File: config.mk
export PLATFORM = sky130hd
export DESIGN_NAME = select_arb
export DESIGN_NICKNAME = d
export VERILOG_FILES = /design/src/rtl/select_arb.sv
export SDC_FILE = /design/constraint.sdc
export NUM_CORES = 1
export LEC_CHECK = 0
export CORE_MARGIN = 4
export CORE_UTILIZATION = 40
export CTS_CLUSTER_DIAMETER = 100
export DETAILED_ROUTE_END_ITERATION = 8
export GPL_TIMING_DRIVEN = 0
export PLACE_DENSITY_LB_ADDON = 0.3
export SLEW_MARGIN = 20
export SYNTH_ARGS = -nofsm -noshare
export SYNTH_HDL_FRONTEND = slang
export SYNTH_SLANG_ARGS = --single-unit
File: constraint.sdc
create_clock -name clk -period 6.7 [get_ports clk]
set_input_delay 1.34 -clock clk [delete_from_list [all_inputs] [get_ports clk]]
set_output_delay 1.34 -clock clk [all_outputs]
set_load 0.01 [all_outputs]
File: src/rtl/select_arb.sv
// select_arb: N-channel selector with fixed-select or round-robin grant and a
// single registered output word with valid/ready handshake.
module select_arb #(
    parameter  int WIDTH    = 32,
    parameter  int CHANNELS = 4,
    localparam int SELW     = (CHANNELS > 1) ? $clog2(CHANNELS) : 1
) (
    input  logic                      clk,
    input  logic                      rst_n,
    input  logic                      rr_en,
    input  logic [SELW-1:0]           sel,
    input  logic                      flush,
    input  logic [CHANNELS-1:0]       in_valid,
    input  logic [CHANNELS*WIDTH-1:0] in_data,
    output logic [CHANNELS-1:0]       in_ready,
    output logic                      out_valid,
    output logic [WIDTH-1:0]          out_data,
    output logic [SELW-1:0]           out_chan,
    input  logic                      out_ready
);

    logic [CHANNELS-1:0][WIDTH-1:0] in_words;
    logic                           out_valid_q, out_valid_d;
    logic [WIDTH-1:0]               out_data_q, out_data_d;
    logic [SELW-1:0]                out_chan_q, out_chan_d;
    logic [SELW-1:0]                ptr_q, ptr_d;
    logic                           load_ok;
    logic                           gnt_vld;
    logic [SELW-1:0]                gnt_idx;
    logic [SELW-1:0]                cand;
    logic                           xfer;

    assign in_words = in_data;

    // The buffer may take a new word when empty or draining this cycle;
    // flush blocks loading so the discarded slot stays empty.
    assign load_ok = !flush && (!out_valid_q || out_ready);
    assign xfer    = load_ok && gnt_vld;

    // Grant selection: fixed index, or first valid channel after ptr (wrapping).
    always_comb begin
        gnt_vld = 1'b0;
        gnt_idx = '0;
        cand    = '0;
        if (rr_en) begin
            for (int k = 1; k <= CHANNELS; k++) begin
                cand = SELW'((int'(ptr_q) + k) % CHANNELS);
                if (!gnt_vld && in_valid[cand]) begin
                    gnt_vld = 1'b1;
                    gnt_idx = cand;
                end
            end
        end else begin
            // Compare against each legal index so an out-of-range sel grants nothing.
            for (int i = 0; i < CHANNELS; i++) begin
                if (sel == SELW'(i) && in_valid[i]) begin
                    gnt_vld = 1'b1;
                    gnt_idx = SELW'(i);
                end
            end
        end
    end

    // Per-channel accept: one-hot on the granted channel when loading is allowed.
    for (genvar i = 0; i < CHANNELS; i++) begin : g_rdy
        assign in_ready[i] = xfer && (gnt_idx == SELW'(i));
    end

    // Next-state for the output buffer and the round-robin pointer.
    always_comb begin
        out_valid_d = out_valid_q;
        out_data_d  = out_data_q;
        out_chan_d  = out_chan_q;
        ptr_d       = ptr_q;
        if (flush) begin
            out_valid_d = 1'b0;
        end else if (xfer) begin
            out_valid_d = 1'b1;
            out_data_d  = in_words[gnt_idx];
            out_chan_d  = gnt_idx;
            if (rr_en) begin
                ptr_d = gnt_idx;
            end
        end else if (out_ready) begin
            out_valid_d = 1'b0;
        end
    end

    // State registers; ptr resets to the last channel so channel 0 wins first.
    always_ff @(posedge clk or negedge rst_n) begin
        if (!rst_n) begin
            out_valid_q <= 1'b0;
            out_data_q  <= '0;
            out_chan_q  <= '0;
            ptr_q       <= SELW'(CHANNELS - 1);
        end else begin
            out_valid_q <= out_valid_d;
            out_data_q  <= out_data_d;
            out_chan_q  <= out_chan_d;
            ptr_q       <= ptr_d;
        end
    end

    assign out_valid = out_valid_q;
    assign out_data  = out_data_q;
    assign out_chan  = out_chan_q;

endmodule

After elaboration in Yosys (flattened, before gate mapping). Cells that the tools add are included.

Add/subtract/negate cells: 4. $mul: 0. Divide/modulo/power cells: 0. $lt $le $gt $ge: 5. Equal/unequal tests: 6. Shifts and indexed selects: 0. Multiplexer cells: 33. Bitwise logic cells: 1. Reduce and logical (&&, ||, !) cells: 24.

Operators with widths (number): binary-select mux 32 bit (select 2 bit) (1); 2-to-1 mux 32 bit (1); 2-to-1 mux 1 bit (20); less-than comparator 2 x 3 -> 1 bit, second input constant (5); 2-to-1 mux 2 bit (7); logical AND 1 bit (13); binary-select mux 1 bit (select 2 bit) (4); == test 2 bit, second input constant (4); logical NOT 1 bit (5); adder 2 x 1 -> 2 bit, second input constant (2); adder 2 bit, second input constant (2); == test 2 x 1 -> 1 bit, second input constant (2); logical NOT 2 bit (2); AND reduction 3 bit (1); nonzero test 3 bit (1); AND reduction 2 bit (1); logical OR 1 bit (1); NOT 1 bit (1).

Flip-flop bits (word level): 37. Latch bits: 0. RAM bits: 0. Bits in read-only memories: 0. Input port bits: 139. Output and inout bits: 39. Memories kept: 0.

Logic depth before layout (Yosys ltp). Gate-level depths: netlist (run 1).

Depth after elaboration: 20. Mapped depth: 10. Gate-level depth less buffers: 6.

Worst setup path after synthesis (run 1). OpenSTA, ideal clock, no wires.

Path kind: input port to output port. Start: input in_valid[3]. End: output in_ready[0]. Data arrival time: 2.981 ns. Path slack: 2.379 ns. Stages: 8. Buffers on the path: 4. Cell sequence: buf_2 -> or4b_1 -> a21o_1 -> a31o_1 -> buf_6 -> buf_6 -> clkbuf_1 -> and3_1.

Cells in the longest elaborated chain, start to end: 18.

RTL lines: start: declaration (line 13) `input logic [CHANNELS-1:0] in_valid,`; binary-select mux 1 bit (select 2 bit) (line 48) `if (!gnt_vld && in_valid[cand]) begin`; 2-to-1 mux 1 bit (not written as such) (line 48); 2-to-1 mux 1 bit (line 48); 2-to-1 mux 1 bit (line 45) `if (rr_en) begin`; logical NOT 1 bit (line 48); logical AND 1 bit (line 48); 2-to-1 mux 1 bit (line 48); 2-to-1 mux 1 bit (line 45); [... 2 more ...]; 2-to-1 mux 1 bit (line 48); 2-to-1 mux 1 bit (line 45); logical NOT 1 bit (line 48); logical AND 1 bit (line 48); 2-to-1 mux 2 bit or 2-to-1 mux 1 bit (tied branches) (line 48); 2-to-1 mux 2 bit or 2-to-1 mux 1 bit (tied branches) (line 45); logical NOT 2 bit or logical AND 1 bit (tied branches) (line 66, 38); logical AND 1 bit (*) (line 66) `assign in_ready[i] = xfer && (gnt_idx == SELW'(i));`; end: declaration (line 15) `output logic [CHANNELS-1:0] in_ready,`.

Every way passes the cells marked *; elsewhere a longest branch is shown, timed or not. The select of a mux whose other input is x is not followed.

Worst setup path after layout (run 1).
Start: input in_valid[2]. End: output in_ready[3].

Cells in the longest elaborated chain, start to end: 18.

RTL lines (line): binary-select mux 1 bit (select 2 bit) (48); 2-to-1 mux 1 bit (not written as such) (48); 2-to-1 mux 1 bit (48); 2-to-1 mux 1 bit (45); logical NOT 1 bit (48); logical AND 1 bit (48); 2-to-1 mux 1 bit (48); 2-to-1 mux 1 bit (45); [... 2 more ...]; 2-to-1 mux 1 bit (48); 2-to-1 mux 1 bit (45); logical NOT 1 bit (48); logical AND 1 bit (48); 2-to-1 mux 2 bit or 2-to-1 mux 1 bit (tied branches) (48); 2-to-1 mux 2 bit or 2-to-1 mux 1 bit (tied branches) (45); == test 2 bit or logical AND 1 bit (tied branches) (66, 38); logical AND 1 bit (*) (66).

Marks and branches as above.

==> flow_summary_export.csv, run 1 <==
group,metric,value,unit
sta,setup_repair_after_global_routing_missed_its_margin,"false",
grt,grt_antenna_before_repair,0,
sta,layout_worst_path_cycle_share,84.17,%
power_and_ir_drop,p_seq_share,29.2,%
place,place.gp.congestion,0.8775,
floorplanning,floorplan.initialDensity,41.05,%
sta,max_slew_violation_count,0,
drt,vias_per_cell,5.349,
sta,timing.fmax,0.1773,GHz
clocking,h-tree-depth,2,
clocking,cts_post_setup_buffers_inserted,0,
setup_path,cpMaxStageDelayCell,"clkdlybuf4s50_1",
drt,detail_route.wirelength,10390,um
job,max-cap-violations,0,
grt,grt_resource_usage_total,23.99,%
drt,dr.first_iter.drc_count,83,
grt,first_global_vias,3322,
min_path,hold-path-cell-count,2,
power_and_ir_drop,vdd_ir_drop_max,0.1309,mV
drt,route.antenna.remaining_nets,0,
yosys,synth_enable_flop_cells,0,
grt,overflow_left_after_global_routing,0,
final_layout,nets,640,
setup_path,worst-r2r-cell-count,9,
clocking,cts_inserted_buffers,5,
clocking,clock_sink_count,37,
setup_path,critical_path.startpoint_type,"input port",
drt,drcViolationCount,0,
yosys,synthesis.area,2789,um2
setup_path,crit_path_cell_trace,"clkdlybuf4s50_1 > nor2b_1 > or3b_1 > a211oi_2 > nor4_1 > buf_2 > buf_2 > nand2_1 > nor2_1 > clkdlybuf4s50_1",
status,outcome,"completed",
place,io_buffers,177,
setup_path,critPathRequiredTime,5360,ps
drt,firstDrtPassIters,4,
sta,finalClockSkew,5.450,ps
sta,timing.slew.headroom,51.26,%
setup_path,arrival_worst_endpoint,4300,ps
floorplanning,placement_rows,30,
yosys,yosysSeqAreaShare,33.29,%
power_and_ir_drop,power.share.switching,36.36,%
drt,detail_route.wl_per_cell,17.37,um
final_layout,final.fill_count,557,
sta,report.final.setup_viol,0,
floorplanning,coreArea,6794,um2
yosys,synthesis.area_per_instance,8.826,um2
yosys,synthArstFlopShare,100.0,%
power_and_ir_drop,power.density_cell_area,251.4,nW/um2
min_path,hold_class,"flop to flop",
clocking,clock_tree.buffer_depth,2,
power_and_ir_drop,cellInternalPower,0.0007715,W
yosys,synth_seq_cells,37,
power_and_ir_drop,power.leakage,1.782,nW
final_layout,multi_input_logic_area,1653,um2
clocking,cts_hold_repair.buffers,0,
final_layout,area_growth,72.95,%
sta,hold_violations,0,
yosys,yosys.area.top_type_share,31.40,%
drt,number_of_vias_in_the_routed_layout,3199,
place,place_area,4703,um2
clocking,worstSkewPairLatency,290,ps
place,post-dp-hpwl,8259,um
yosys,synth_most_common_cell,"nand2_1",
yosys,dominantRegCellSynth,"dfrtp_1",
sta,max_slew.worst_pin.slew,731.1,ps
power_and_ir_drop,switching_power,0.0004409,W
floorplanning,num_io_pins,178,
setup_path,critical-path-max-stage-delay,630,ps
yosys,yosys_warnings,0,
yosys,synth_cell_type_count,43,
floorplanning,die-width,91.50,um
yosys,yosysTopAreaCell,"dfrtp_1",
final_layout,final_standard_cell_area_without_fillers,4823,um2
yosys,ys_top_cells_by_count,"69 x nand2_1, 36 x nor2_1, 35 x dfrtp_1",
power_and_ir_drop,clockPowerShare,16.9,%
sta,min_period,5640,ps
final_layout,drive_above_1_share,13.15,%
grt,pin_count_of_the_biggest_net_entering_global_routing,24,
final_layout,antenna_cells_inserted,0,
setup_path,endpoint_kind,"primary output",
clocking,cts-resized-gates,0,
setup_path,setup.worst_path.class,"input port to primary output",
grt,wire_length_of_the_first_global_routing_pass,16080,um
yosys,syn_inst,316,
yosys,synthTopCellsByArea,"dfrtp_1 31%, a2111oi_2 13%, a311oi_1 9.7%",
clocking,clkTransAtPathRegs,80,ps
yosys,synth.net_count,455,
sta,setup-tns-final,0,ps
final_layout,seqCellArea,928.4,um2
clocking,master_cell_of_the_clock_root_buffer,"clkbuf_8",
setup_path,critical_path_peak_fanout,10,
floorplanning,overall_die_area,8372,um2
clocking,tritoncts,"yes",
floorplanning,die-height,91.50,um
power_and_ir_drop,power_frac_comb,53.9,%
per-stage QoR:
stage	total power, W	hold WS (ps)	cells	worst slack, ps	utilization, %
after global placement	0.0009962	461.4	589	1156	68.90
after detailed placement	0.001013	462.6	590	1052	69.23
final	0.001212	476.8	598	1060	70.99
after floorplan	0.0006737	511.2	316	2379	-
after global routing	0.001282	514.5	598	843.4	70.99
after CTS	0.001220	482.4	598	1053	70.99
registers in the layout (all words and copies together), names as in the netlist:
signal	cells
out_data	32
out_chan	2
ptr_q	2
out_valid	1
cells in the final DEF, fill, tap and decap left out, drive strengths merged, types with 2 or more instances in the layout:
master,instances
nor2b,5
a311oi,32
dfstp,2
inv,2
dfrtp,35
nor2,36
nor3b,2
nand2,69
o21ai,3
clkbuf,17
nand2b,2
and3,3
a21oi,4
buf,24
a2111oi,32
a31oi,2
clkdlybuf4s50,176
mux2,3
and2,33
routing by layer:
metal | global-route usage, % | routed length [um]
met1 | 26.51 | 3877
met2 | 43.46 | 5491
met3 | 5.137 | 664
met4 | 10.93 | 355
met5 | 0 | 0
critical path, delay by kind of cell:
family | cells | cell delay, ps
buffers and inverters | 4 | 1780
AND/OR/NAND/NOR | 5 | 1110
AO/OA/AOI/OAI | 1 | 70
final cells by class:
type	count	area share, %
Inverter	2	0.1556
Sequential cell	37	19.25
Multi-Input combinational cell	244	34.27
Clock buffer	6	1.712
Timing Repair Buffer	178	37.20
Buffer	33	4.150
Clock inverter	2	0.7782
Tap cell	96	2.490
cell families after synthesis:
kind of cell           count (synthesis)  share of synthesized area [%]
buffers and inverters                 35                          7.447
flip-flops                            37                          33.29
XOR/XNOR                               1                         0.3141
multiplexers                           5                          2.378
AO/OA/AOI/OAI                         80                          30.06
AND/OR/NAND/NOR                      158                          26.51
power by group through the flow:
stage | clock [W] | combinational, W | sequential (W)
floorplan | 0 | 0.000283 | 0.000391
finish | 0.000205 | 0.000653 | 0.000354
CTS | 0.000208 | 0.000658 | 0.000353
detailed placement | 0 | 0.000656 | 0.000357
global route | 0.000216 | 0.000701 | 0.000364
global placement | 0 | 0.000644 | 0.000353
worst paths after layout:
kind,start,endpoint,slack (ps)
hold reg to reg,out_chan[1],out_chan[1],480
setup / recovery,in_valid[2],in_ready[3],1060
hold / removal,out_chan[1],out_chan[1],480
max in group asynchronous,rst_n,out_data[0],5280
min in group asynchronous,rst_n,out_data[19],970
setup reg to reg,ptr_q[0],out_data[3],4020
(Power assumes the default switching activity.)
==> inputs of run 2 (changes only) <==
--- a/config.mk
+++ b/config.mk
@@ -6,7 +6,7 @@
 export NUM_CORES = 1
 export LEC_CHECK = 0
 export CORE_MARGIN = 4
-export CORE_UTILIZATION = 40
+export CORE_UTILIZATION = 34
 export CTS_CLUSTER_DIAMETER = 100
 export DETAILED_ROUTE_END_ITERATION = 8
 export GPL_TIMING_DRIVEN = 0
==> constraint.sdc (replaced) <==
create_clock -name clk -period 4.8 [get_ports clk]
set_input_delay 0.96 -clock clk [delete_from_list [all_inputs] [get_ports clk]]
set_output_delay 0.96 -clock clk [all_outputs]
set_load 0.01 [all_outputs]
==> run 2 against run 1 <==
Against the previous run: worst hold slack gained 4.3 ps; sequential share of layout area decreased by 0.16 points; final cell count up 0.67%; count of clock-buffer cells in the layout stayed put; critical path depth did not move; cell area rose by 0.83%; first-iteration DRC count up 20%; worst setup slack lost 920 ps; combinational power is 41% higher; wire length increased by 2.6%.
==> flow_summary_export.csv, run 2 (synthesized netlist as in run 1, its figures left out) <==
group,metric,value,unit
status,outcome,"completed",
floorplanning,die-width,98.57,um
drt,vias_per_cell,5.292,
setup_path,critical_path_peak_fanout,10,
final_layout,drive_above_1_share,13.40,%
min_path,hold_class,"flop to flop",
grt,wire_length_of_the_first_global_routing_pass,16690,um
sta,report.final.setup_viol,0,
drt,drcViolationCount,0,
final_layout,antenna_cells_inserted,0,
setup_path,setup.worst_path.class,"input port to primary output",
place,io_buffers,177,
drt,firstDrtPassIters,4,
drt,detail_route.wl_per_cell,17.70,um
floorplanning,coreArea,7848,um2
final_layout,largest_register_ffs,32,
sta,max_slew_violation_count,0,
floorplanning,floorplan.initialDensity,35.54,%
place,post-dp-hpwl,8359,um
sta,setup_repair_after_global_routing_missed_its_margin,"false",
grt,grt_antenna_before_repair,0,
clocking,master_cell_of_the_clock_root_buffer,"clkbuf_8",
clocking,tritoncts,"yes",
floorplanning,placement_rows,32,
sta,min_period,4660,ps
final_layout,final.fill_count,708,
setup_path,arrival_worst_endpoint,3700,ps
grt,first_global_vias,3233,
sta,finalClockSkew,5.035,ps
drt,number_of_vias_in_the_routed_layout,3186,
sta,hold_violations,0,
sta,timing.fmax,0.2146,GHz
grt,grt_resource_usage_total,21.35,%
setup_path,cpMaxStageDelayCell,"clkdlybuf4s50_1",
setup_path,worst-r2r-cell-count,9,
grt,pin_count_of_the_biggest_net_entering_global_routing,20,
final_layout,final_standard_cell_area_without_fillers,4863,um2
clocking,clock_sink_count,37,
clocking,h-tree-depth,2,
min_path,hold-path-cell-count,2,
place,place.gp.congestion,0.8268,
sta,max_slew.worst_pin.slew,727.1,ps
final_layout,seqCellArea,928.4,um2
final_layout,nets,638,
grt,overflow_left_after_global_routing,0,
floorplanning,overall_die_area,9716,um2
final_layout,commonest_non_fill_non_tap_cell_in_the_layout,"clkdlybuf4s50_1",
clocking,cts_post_setup_buffers_inserted,0,
drt,dr.first_iter.drc_count,100,
setup_path,crit_path_cell_trace,"clkdlybuf4s50_1 > buf_2 > mux2_2 > a21oi_1 > o21a_1 > nor4_4 > buf_4 > buf_2 > and3_1 > clkdlybuf4s50_1",
setup_path,critPathRequiredTime,3840,ps
final_layout,layout.cells.most_common_list,"175 x clkdlybuf4s50_1, 69 x nand2_1, 36 x nor2_1, 35 x dfrtp_1, 31 x a311oi_1",
floorplanning,num_io_pins,178,
drt,detail_route.wirelength,10660,um
power_and_ir_drop,power.density_cell_area,350.4,nW/um2
clocking,clkTransAtPathRegs,80,ps
sta,setup_ws,140.0,ps
place,preCtsSetupSlack,-148.9,ps
clocking,worstSkewPairLatency,290,ps
clocking,clock_tree.buffer_depth,2,
setup_path,critical_path.startpoint_type,"input port",
sta,setup-tns-final,0,ps
floorplanning,die-height,98.57,um
sta,layout_worst_path_cycle_share,97.08,%
sta,timing.slew.headroom,51.52,%
clocking,cts_inserted_buffers,5,
final_layout,area_growth,74.38,%
setup_path,critical-path-max-stage-delay,540,ps
power_and_ir_drop,power.leakage,1.794,nW
setup_path,endpoint_kind,"primary output",
power_and_ir_drop,vdd_ir_drop_max,0.1515,mV
drt,route.antenna.remaining_nets,0,
final_layout,multi_input_logic_area,1684,um2
clocking,cts_hold_repair.buffers,0,
job,max-cap-violations,0,
place,place_area,4711,um2
## run 2: worst paths after layout
kind,from,end,slack (ps)
max in group asynchronous,rst_n,ptr_q[1],3620
min in group asynchronous,rst_n,out_data[29],630
min,out_chan[1],out_chan[1],480
max,in_valid[3],in_ready[0],140
min reg2reg,out_chan[1],out_chan[1],480
max reg2reg,ptr_q[0],out_data[0],1860
## run 2: per-stage QoR
stage / hold WS, ps / std cells / total power [W] / util, %
floorplan: 511.2 / 316 / 0.0009404 / -
global placement: 462.0 / 595 / 0.001398 / 59.74
detailed placement: 469.7 / 596 / 0.001419 / 60.03
CTS: 490.5 / 603 / 0.001711 / 61.59
global route: 542.7 / 602 / 0.001814 / 61.97
finish: 481.1 / 602 / 0.001704 / 61.97
## run 2: timing repair
action / 4_1_cts / 5_1_grt
pin swaps: 0 / 1
gates cloned: 0 / 0
endpoints found under the setup margin: 3 / 3
gates resized for setup: 1 / 7
## run 2: report_power, final
| part | internal [W] | switching (W) | leakage [nW] |
|---|---|---|---|
| sequential | 0.000430 | 0.0000615 | 0.411 |
| clock | 0.000169 | 0.000122 | 0.0574 |
| combinational | 0.000481 | 0.000441 | 1.33 |
## run 2: worst max-delay path: cells and delay by family
family / cells / cell delay, ps
AO/OA/AOI/OAI: 2 / 320
AND/OR/NAND/NOR: 2 / 530
buffers and inverters: 5 / 1720
multiplexers: 1 / 170
## run 2: final cells by class
class	instances	share of cell area, %
clock inverter	2	0.7718
multi-input combinational	244	34.63
clock buffer	6	1.698
buffer	31	4.091
inverter	2	0.1544
timing repair buffer	178	36.94
tap	102	2.624
sequential	37	19.09
## run 2: routing by layer
layer,track usage (%),share of wire (%),vias to the layer above
li1,-,-,1526
met1,26.38,39,1506
met2,37.29,52,130
met3,4.742,7.2,24
met4,6.092,1.9,0
met5,0,0,-
==> inputs of run 3 (changes only) <==
--- a/config.mk
+++ b/config.mk
@@ -9,8 +9,7 @@
 export CORE_UTILIZATION = 34
 export CTS_CLUSTER_DIAMETER = 100
 export DETAILED_ROUTE_END_ITERATION = 8
-export GPL_TIMING_DRIVEN = 0
-export PLACE_DENSITY_LB_ADDON = 0.3
+export PLACE_DENSITY = 0.79
 export SLEW_MARGIN = 20
 export SYNTH_ARGS = -nofsm -noshare
 export SYNTH_HDL_FRONTEND = slang
==> run 3 against run 2 <==
Against the previous run: first-iteration DRC count is 4.0% lower; final cell count fell by 4.0%; worst hold slack gained 8.0 ps; via count down 3.8%; sequential share of layout area grew 0.87 points; critical path depth down 3; total power shrank 8.1%; combinational power decreased by 7.9%; die area unchanged; critical endpoint is now in_ready[1]; largest cell class unchanged.
==> flow_summary_export.csv, run 3 (synthesized netlist as in run 1, its figures left out) <==
group,metric,value,unit
status,outcome,"completed",
sta,finalClockSkew,8.547,ps
min_path,hold_start,"out_chan[1]",
sta,report.final.setup_viol,0,
final_layout,final_standard_cell_area_without_fillers,4651,um2
final_layout,commonest_non_fill_non_tap_cell_in_the_layout,"clkdlybuf4s50_1",
floorplanning,coreArea,7848,um2
final_layout,post_layout_nonfiller_instances,578,
grt,grt_antenna_before_repair,1,
sta,layout_worst_path_cycle_share,94.69,%
setup_path,r2r_slack,1540,ps
clocking,cts_post_setup_buffers_inserted,0,
sta,timing.fmax,0.2200,GHz
clocking,tritoncts,"yes",
grt,grt_resource_usage_total,20.10,%
drt,drcViolationCount,0,
floorplanning,overall_die_area,9716,um2
sta,hold_violations,0,
floorplanning,die-height,98.57,um
place,place_area,4571,um2
sta,min_period,4545,ps
floorplanning,placement_rows,32,
drt,detail_route.wl_per_cell,17.42,um
place,io_buffers,177,
drt,firstDrtPassIters,4,
job,max-cap-violations,0,
setup_path,setup.worst_path.class,"input port to primary output",
final_layout,antenna_cells_inserted,0,
clocking,master_cell_of_the_clock_root_buffer,"clkbuf_8",
drt,dr.first_iter.drc_count,96,
clocking,h-tree-depth,2,
setup_path,crit_path_cell_trace,"clkdlybuf4s50_1 > mux2_2 > a21oi_1 > o21a_1 > or4_2 > nor3_1 > clkdlybuf4s50_1",
grt,wire_length_of_the_first_global_routing_pass,15990,um
sta,max_slew.worst_pin.slew,850.6,ps
grt,pin_count_of_the_biggest_net_entering_global_routing,65,
setup_path,worst_r2r_startpoint,"ptr_q[1]",
setup_path,critical_path.startpoint_type,"input port",
final_layout,largest_register_ffs,32,
setup_path,critical_path_peak_fanout,11,
drt,route.antenna.remaining_nets,0,
setup_path,endpoint_kind,"primary output",
min_path,hold-path-cell-count,2,
setup_path,path_common_cell,"clkdlybuf4s50_1",
min_path,hold_end,"out_chan[1]",
place,place.gp.congestion,0.8504,
drt,detail_route.wirelength,10070,um
power_and_ir_drop,power.leakage,1.675,nW
place,post-dp-hpwl,7479,um
floorplanning,die-width,98.57,um
setup_path,critical-path-max-stage-delay,660,ps
clocking,clkTransAtPathRegs,80,ps
setup_path,arrival_worst_endpoint,3590,ps
final_layout,drive_above_1_share,10.92,%
floorplanning,floorplan.initialDensity,35.54,%
place,dp.cells,570,
setup_path,r2r_end,"out_data[3]",
final_layout,nets,614,
clocking,worstSkewPairLatency,280,ps
clocking,cts_hold_repair.buffers,0,
final_layout,final.fill_count,730,
sta,setup_repair_after_global_routing_missed_its_margin,"false",
clocking,clock_tree.buffer_depth,2,
setup_path,critPathRequiredTime,3840,ps
grt,overflow_left_after_global_routing,0,
final_layout,layout.cells.most_common_list,"176 x clkdlybuf4s50_1, 69 x nand2_1, 36 x nor2_1, 35 x dfrtp_1, 31 x a311oi_1",
floorplanning,num_io_pins,178,
min_path,hold_class,"flop to flop",
sta,max_slew_violation_count,0,
grt,first_global_vias,3163,
setup_path,crit_path_start,"in_valid[3]",
drt,vias_per_cell,5.304,
clocking,clock_sink_count,37,
clocking,cts_inserted_buffers,5,
drt,number_of_vias_in_the_routed_layout,3066,
final_layout,area_growth,66.76,%
setup_path,cpMaxStageDelayCell,"clkdlybuf4s50_1",
sta,setup-tns-final,0,ps
sta,timing.slew.headroom,43.29,%
clocking,cts-resized-gates,0,
power_and_ir_drop,vdd_ir_drop_max,0.1382,mV
power_and_ir_drop,power.density_cell_area,336.9,nW/um2
setup_path,worst-r2r-cell-count,8,
[run 3: power by group]
group	switching, W	internal [W]	leakage [nW]	total, W
registers	0.0000764	0.000431	0.411	0.000507
clock network	0.000107	0.000103	0.0395	0.000211
logic	0.000405	0.000445	1.22	0.000849
[run 3: final cells by class]
cell class	instances	area, um2	share of cell area [%]
timing repair buffer	185	1827	39.28
clock buffer	8	80.08	1.722
multi-input combinational	244	1680	36.13
sequential	37	928.4	19.96
inverter	2	7.507	0.1614
tap	102	127.6	2.744
[run 3: how the worst max path moves through the flow]
| stage | end | slack [ps] | cells past startpoint |
|---|---|---|---|
| after floorplan | in_ready[0] | 1240 | 8 |
| after global placement | in_ready[1] | 370 | 7 |
| final | in_ready[1] | 250 | 7 |
| after global routing | in_ready[3] | 140 | 8 |
| after CTS | in_ready[1] | 310 | 7 |
| after detailed placement | in_ready[1] | 330 | 7 |
[run 3: critical path, delay by kind of cell]
| family | cells | cell delay [ps] |
|---|---|---|
| buffers and inverters | 2 | 1260 |
| AO/OA/AOI/OAI | 2 | 270 |
| multiplexers | 1 | 220 |
| AND/OR/NAND/NOR | 2 | 880 |
[run 3: routing by layer]
metal | up-vias | part of all wire, % | track usage, %
met2 | 115 | 51 | 34.22
met5 | - | 0.13 | 0
met4 | 2 | 2.6 | 7.668
met3 | 22 | 6.8 | 5.237
met1 | 1448 | 40 | 24.32
li1 | 1479 | - | -
[run 3: through the flow]
stage	hold slack [ps]	power (W)	util, %	worst slack [ps]
2_1_floorplan	511.2	0.0009404	-	1239
4_1_cts	492.3	0.001582	59.26	308.8
3_3_place_gp	479.1	0.001349	58.24	374.1
3_5_place_dp	475.7	0.001365	58.24	334.3
6_report	489.1	0.001567	59.26	254.9
5_1_grt	527.2	0.001677	59.26	140.8
